--- src/rtl/instr_fetch_ctrl.sv ---
// Instruction fetch sequencer: drives F_PC and queues {PC, Instr} into a prefetch buffer for decode.
// Optional halt detection is enabled by defining HALT_DETECT_EN.
module instr_fetch_ctrl #(
  parameter int unsigned            ADDR_WIDTH  = 32,
  parameter int unsigned            INSTR_WIDTH = 32,
  parameter int unsigned            PC_BITS     = 16,
  parameter logic [ADDR_WIDTH-1:0]  RESET_PC    = '0,
  parameter int unsigned            BUF_DEPTH   = 4,
  parameter logic [INSTR_WIDTH-1:0] HALT_WORD   = '1
) (
  input  logic                          clk,
  input  logic                          reset,
  input  logic                          run,
  output logic [ADDR_WIDTH-1:0]         F_PC,
  input  logic [INSTR_WIDTH-1:0]        Instr,
  input  logic                          redirect,
  input  logic [ADDR_WIDTH-1:0]         redirect_pc,
  output logic                          D_valid,
  input  logic                          D_ready,
  output logic [INSTR_WIDTH-1:0]        D_instr,
  output logic [ADDR_WIDTH-1:0]         D_pc,
  output logic [$clog2(BUF_DEPTH):0]    count,
  output logic                          halted
);

  localparam int unsigned PtrW = $clog2(BUF_DEPTH);
  localparam logic [ADDR_WIDTH-1:0] PcMask = ADDR_WIDTH'((64'd1 << PC_BITS) - 64'd1);
  localparam logic [PtrW:0] CountOne = (PtrW+1)'(1);
  localparam logic [PtrW:0] CountMax = (PtrW+1)'(BUF_DEPTH);
  localparam logic [PtrW-1:0] PtrOne = PtrW'(1);

  typedef enum logic [1:0] {StIdle, StFetch, StHalted} state_e;

  state_e                 r_state, w_state_next;
  logic [ADDR_WIDTH-1:0]  r_pc, w_pc_next;
  logic [PtrW-1:0]        r_wr_ptr, r_rd_ptr;
  logic [PtrW:0]          r_count;
  logic [INSTR_WIDTH-1:0] r_buf_instr [BUF_DEPTH];
  logic [ADDR_WIDTH-1:0]  r_buf_pc [BUF_DEPTH];
  logic                   w_pop, w_push, w_halt_hit;
  logic                   w_halt_en;

`ifdef HALT_DETECT_EN
  assign w_halt_en = 1'b1;
  assign halted    = (r_state == StHalted);
`else
  assign w_halt_en = 1'b0;
  assign halted    = 1'b0;
`endif

  assign w_pop      = (r_count != '0) & D_ready;
  assign w_push     = (r_state == StFetch) & ~redirect & ((r_count < CountMax) | w_pop);
  assign w_halt_hit = w_halt_en & w_push & (Instr == HALT_WORD);

  always_comb begin
    w_state_next = r_state;
    w_pc_next    = r_pc;
    if (redirect) begin
      w_state_next = run ? StFetch : StIdle;
      w_pc_next    = redirect_pc & PcMask;
    end else begin
      unique case (r_state)
        StIdle:  if (run) w_state_next = StFetch;
        StFetch: begin
          if (w_halt_hit)  w_state_next = StHalted;
          else if (!run)   w_state_next = StIdle;
        end
        default: w_state_next = r_state;
      endcase
      // Halt word is enqueued but the PC stays on it.
      if (w_push && !w_halt_hit) w_pc_next = (r_pc + ADDR_WIDTH'(1)) & PcMask;
    end
  end

  always_ff @(posedge clk or posedge reset) begin
    if (reset) begin
      r_state  <= StIdle;
      r_pc     <= RESET_PC;
      r_wr_ptr <= '0;
      r_rd_ptr <= '0;
      r_count  <= '0;
    end else begin
      r_state <= w_state_next;
      r_pc    <= w_pc_next;
      if (redirect) begin
        r_wr_ptr <= '0;
        r_rd_ptr <= '0;
        r_count  <= '0;
      end else begin
        if (w_push) r_wr_ptr <= r_wr_ptr + PtrOne;
        if (w_pop)  r_rd_ptr <= r_rd_ptr + PtrOne;
        if (w_push && !w_pop)      r_count <= r_count + CountOne;
        else if (w_pop && !w_push) r_count <= r_count - CountOne;
      end
    end
  end

  // Storage needs no reset; occupancy alone decides what is visible.
  always_ff @(posedge clk) begin
    if (w_push) begin
      r_buf_instr[r_wr_ptr] <= Instr;
      r_buf_pc[r_wr_ptr]    <= r_pc;
    end
  end

  assign F_PC    = r_pc;
  assign count   = r_count;
  assign D_valid = (r_count != '0);
  assign D_instr = D_valid ? r_buf_instr[r_rd_ptr] : '0;
  assign D_pc    = D_valid ? r_buf_pc[r_rd_ptr] : '0;

endmodule

--- config.mk ---
export PLATFORM = sky130hd
export DESIGN_NAME = instr_fetch_ctrl
export DESIGN_NICKNAME = d
export VERILOG_FILES = /design/src/rtl/instr_fetch_ctrl.sv
export SDC_FILE = /design/constraint.sdc
export NUM_CORES = 1
export LEC_CHECK = 0
export CAP_MARGIN = 15
export CORE_MARGIN = 3
export CORE_UTILIZATION = 52
export DETAILED_ROUTE_END_ITERATION = 10
export GPL_ROUTABILITY_DRIVEN = 0
export PLACE_DENSITY = 0.78
export SYNTH_ARGS = -nofsm -noshare
export SYNTH_HDL_FRONTEND = slang
export SYNTH_SLANG_ARGS = --single-unit
--- constraint.sdc ---
create_clock -name clk -period 2.8 [get_ports clk]
set_clock_uncertainty 0.05 [all_clocks]
set_input_delay 0.56 -clock clk [delete_from_list [all_inputs] [get_ports clk]]
set_output_delay 0.56 -clock clk [all_outputs]
set_load 0.02 [all_outputs]
==> results of run 1 <==
==> final timing paths <==
path | start | to | slack, ns
worst max-delay path | r_rd_ptr[0] | D_pc[8] | 0.06
worst min-delay path | reset | F_PC[10] | 0.42
worst max register to register | count[1] | count[2] | 0.39
worst min register to register | r_wr_ptr[1] | r_wr_ptr[1] | 0.53
max in group asynchronous | reset | F_PC[4] | 1.71
min in group clk | run | r_state[0] | 0.47
==> synthesized netlist by cell type, types with 2 or more instances <==
library cell and number:
sky130_fd_sc_hd__nand4_1 5, sky130_fd_sc_hd__nand3_1 7, sky130_fd_sc_hd__inv_1 7, sky130_fd_sc_hd__dfrtp_1 24
sky130_fd_sc_hd__xor2_1 8, sky130_fd_sc_hd__edfxtp_1 192, sky130_fd_sc_hd__mux2_2 2, sky130_fd_sc_hd__nor2_1 16
sky130_fd_sc_hd__buf_6 2, sky130_fd_sc_hd__or3_1 7, sky130_fd_sc_hd__a21oi_1 2, sky130_fd_sc_hd__buf_2 6
sky130_fd_sc_hd__clkbuf_1 13, sky130_fd_sc_hd__ha_1 5, sky130_fd_sc_hd__buf_4 33, sky130_fd_sc_hd__o21ai_0 12
sky130_fd_sc_hd__nand2b_1 2, sky130_fd_sc_hd__or4_1 4, sky130_fd_sc_hd__nand2_1 16, sky130_fd_sc_hd__o31ai_1 3
sky130_fd_sc_hd__a31oi_1 9, sky130_fd_sc_hd__xnor2_1 2, sky130_fd_sc_hd__mux4_2 48, sky130_fd_sc_hd__buf_1 2
sky130_fd_sc_hd__and2_1 55
==> routing by layer <==
| layer | share of wire, % | up-vias | GRT usage [%] |
|---|---|---|---|
| met3 | 7.2 | 36 | 3.05 |
| met1 | 41 | 2371 | 24.5 |
| met4 | 2.1 | 0 | 5.60 |
| met2 | 49 | 198 | 30.3 |
| met5 | 0 | - | 0 |
| li1 | - | 2137 | - |
==> repair_timing <==
action | 4_1_cts | 5_1_grt
setup endpoints to repair | 48 | 37
setup buffers | 5 | 1
pin swaps | 0 | 0
gates resized for setup | 141 | 46
gates cloned | 0 | 1
==> registers in the layout (all words and copies together), names as in the netlist <==
signal / cells
r_buf_pc: 64
r_wr_ptr: 2
r_buf_instr: 128
r_state: 1
r_rd_ptr: 2
F_PC: 16
count: 3
==> cell type report <==
cell class                 instances  area [um2]
inverter                           8        30.0
tap                              220         275
fill                            1163        5650
sequential                       216        6370
multi-input combinational        246        2260
timing repair buffer             151        1390
clock buffer                      25         541
clock inverter                    11         125
==> worst register-to-register path, delay by kind of cell, from the launching register on <==
family | cells | cell delay, ns
buffers and inverters | 1 | 0.21
adders and majority gates | 1 | 0.21
DFF | 1 | 0.42
AOI/OAI and AO/OA | 1 | 0.17
and+or+nand+nor | 5 | 1.26
==> power by group through the flow <==
stage / registers, uW / logic (uW) / clock network, uW
6_report: 3900 / 3240 / 2720
4_1_cts: 3890 / 3370 / 2800
2_1_floorplan: 3950 / 2000 / 0
3_5_place_dp: 3990 / 3420 / 0
3_3_place_gp: 3980 / 3380 / 0
5_1_grt: 3920 / 3490 / 2910
==> metrics by stage <==
stage	setup TNS, ns	std cells	setup WS [ns]	cell area, um2	hold WS, ns
global placement	0	834	0.114	10400	0.506
detailed placement	0	834	0.0976	10400	0.523
finish	0	877	0.0640	11000	0.418
floorplan	0	527	0.00747	9010	0.493
global route	0	877	0.000140	11000	0.456
CTS	-0.108	875	-0.0379	11100	0.422
==> cells by family (layout without fill, tap and decap cells) <==
kind of cell / count (synthesis) / after routing / share of synthesized area [%]
other: 1 / 33 / 0.0422
AOI/OAI and AO/OA: 28 / 28 / 1.86
muxes: 51 / 51 / 12.5
and+or+nand+nor: 118 / 118 / 7.66
xor gates and xnor gates: 10 / 10 / 0.985
buffers and inverters: 65 / 195 / 4.40
adders and majority gates: 6 / 6 / 0.929
DFF: 216 / 216 / 71.6
==> results by stage, run 1 <==
Final layout:
- The count of antenna diodes in the layout is 0.
- Cells fill 66.0% of the core in the end.
- At the end of the flow, the number of nets in the layout was 719.
- Relative to the synthesized area, the layout overhead comes to 23.6%.
- The fraction of final layout cells sized beyond drive strength 1 is 25.1%.
- In the layout the commonest cells are 192 x sky130_fd_sc_hd__edfxtp_1, 71 x sky130_fd_sc_hd__clkdlybuf4s50_1, 51 x sky130_fd_sc_hd__and2_1, 48 x sky130_fd_sc_hd__mux4_2, 33 x sky130_fd_sc_hd__conb_1.
- Leaving out fill and tap cells, the most frequent cell in the layout is sky130_fd_sc_hd__edfxtp_1.

Clocking:
- The count of H-tree levels built during CTS is 1.
- The TritonCTS clock tree is done.
- The number of clock sinks is 216.
- At the later pin of the worst-skew pair, clock insertion delay measures 0.48 ns.
- Buffers inserted to repair hold after CTS numbered 0.
- The buffer cell driving the clock tree root is sky130_fd_sc_hd__clkbuf_16.
- The number of clock buffers added by TritonCTS is 21.
- The clock slew seen by the registers of the worst setup and hold paths is 0.06 ns.
- In this run the deepest clock path goes through 3 buffers.

Route:
- The remaining routing DRC violations is 0.
- The detailed router finished its first iteration with 373 violations.
- The via count is 4742.
- After detailed routing, the total wire length is 16800 um.
- The remaining number of nets flagged by the antenna check after routing is 0.
- The detailed-route wire length per cell is 19.1 um.
- The post-detailed-route via-to-cell ratio is 5.41.
- The first detailed-routing pass took 4 iterations.

STA:
- The number of max-slew violations in the final report is 0.
- The final period demand of the worst path is 2.74 ns.
- The post-route clock period utilization is 97.7%.
- The final hold violation count is 0.
- Setup repair after global routing left no endpoint under its margin.
- For the pin with the worst max-slew slack, the measured transition is 0.650 ns.
- Measured against its own limit, the worst slew margin works out to 56.6%.
- Static timing analysis puts the maximum clock frequency at 365 MHz.
- Setup violations remaining at the end of the flow were counted as 0.

Die:
- The floorplan step set the die height to 137 um.
- In this run the standard cell core region covers 0.0166 mm2.
- In this run the count of I/O pins placed on the die edge is 170.
- Once the floorplan was initialized, standard cells occupied 53.4% of the core.
- The die covers 0.0187 mm2.
- The site row count is 47.
- The horizontal die dimension is 137 um.

Logic synthesis:
- The synthesized area divided by synthesized cell count is 18.0 um2.
- The count of flip-flops with a built-in enable after synthesis is 192.
- For this run, the leading register cell type out of synthesis is sky130_fd_sc_hd__edfxtp_1.
- The synthesized instance count is 495.
- The count of unique library cells instantiated by Yosys is 38.
- The largest total area in the synthesized netlist belongs to sky130_fd_sc_hd__edfxtp_1.
- The fraction of post-synthesis cell area in the top cell type by area is 64.8%.
- Summing the sequential cell areas from Yosys gives 71.6% of the chip area.
- The share of flip-flops with an asynchronous set or reset is 11.1%.
- Sorting the synthesized cells by area gives the leading types as sky130_fd_sc_hd__edfxtp_1 65%, sky130_fd_sc_hd__mux4_2 12%, sky130_fd_sc_hd__dfrtp_1 6.8%.
- The post-synthesis cell area is 0.00889 mm2.
- After synthesis the netlist holds a flip-flop and latch count of 216.
- For this run, the number of Yosys warnings is 0.

Setup path:
- The kind of end point of the critical path is an output port.
- The worst endpoint required time is 2.19 ns.
- The type of the worst setup path is reg2out.
- Among the stages of the critical path, the cell type that occurs most often is sky130_fd_sc_hd__buf_6.
- Among all stages on the critical path, the largest delay is contributed by sky130_fd_sc_hd__dfrtp_4.
- The critical path data arrival time is 2.13 ns.
- The signal on the critical path passes through buf_6 -> buf_12 -> buf_4 -> mux4_2 -> and2_1 -> buf_6.
- The combined buffer and inverter count along the critical path is 4.
- The kind of cell adding the most delay to the critical path is buffers and inverters.
- The critical path crosses 6 cells after its start point.
- The startpoint type of the worst setup path is a register.
- The critical path's largest stage delay is 0.52 ns.
- The worst register-to-register path has a depth of 8.
- In this run the worst path has a maximum fanout of 6.

Outcome:
- The flow ran to the end, and the final reports show no timing, DRC or antenna violations.

GRT:
- Global routing used 18.1% of the available tracks.
- The first global-routing pass estimated 25900 um of wire.
- The initial antenna violation count is 0.
- After global routing the overflow that remains totals 0.
- Entering global routing, the biggest net connects 46 pins.
- The number of global-route vias before repair is 4947.

Placement:
- The number of port buffers is 120.
- The wire-length estimate of the detail-placed layout is 10500 um.

Pwr:
- The internal power consumption is 6930 uW.
- The portion of total power attributed to the clock network is 27.6%.
- In this run the static leakage power is 0.00385 uW.
- The share of total power dissipated in combinational logic is 32.8%.
- The maximum resistive drop on vdd is 481 uV.
- Of the total power, the share spent switching nets is 29.7%.
- The sequential group share of total power is 39.5%.
- Power spread over the standard cell area amounts to 897 mW/mm2.
- The design draws 9860 uW.
- Summed over all nets, the switching power comes to 2930 uW.

Hold path:
- The type of the worst min-delay path is in2async.

Run:
- Max-cap violations in this run came to 0.
No activity file was read; power rests on OpenSTA's default activity.
==> run 2: changes to the inputs <==
--- a/config.mk
+++ b/config.mk
@@ -11,6 +11,7 @@
 export DETAILED_ROUTE_END_ITERATION = 10
 export GPL_ROUTABILITY_DRIVEN = 0
 export PLACE_DENSITY = 0.78
+export SLEW_MARGIN = 20
 export SYNTH_ARGS = -nofsm -noshare
 export SYNTH_HDL_FRONTEND = slang
 export SYNTH_SLANG_ARGS = --single-unit
==> results of run 2 <==
The final DEF is identical to that of run 1; final timing and power are the same.
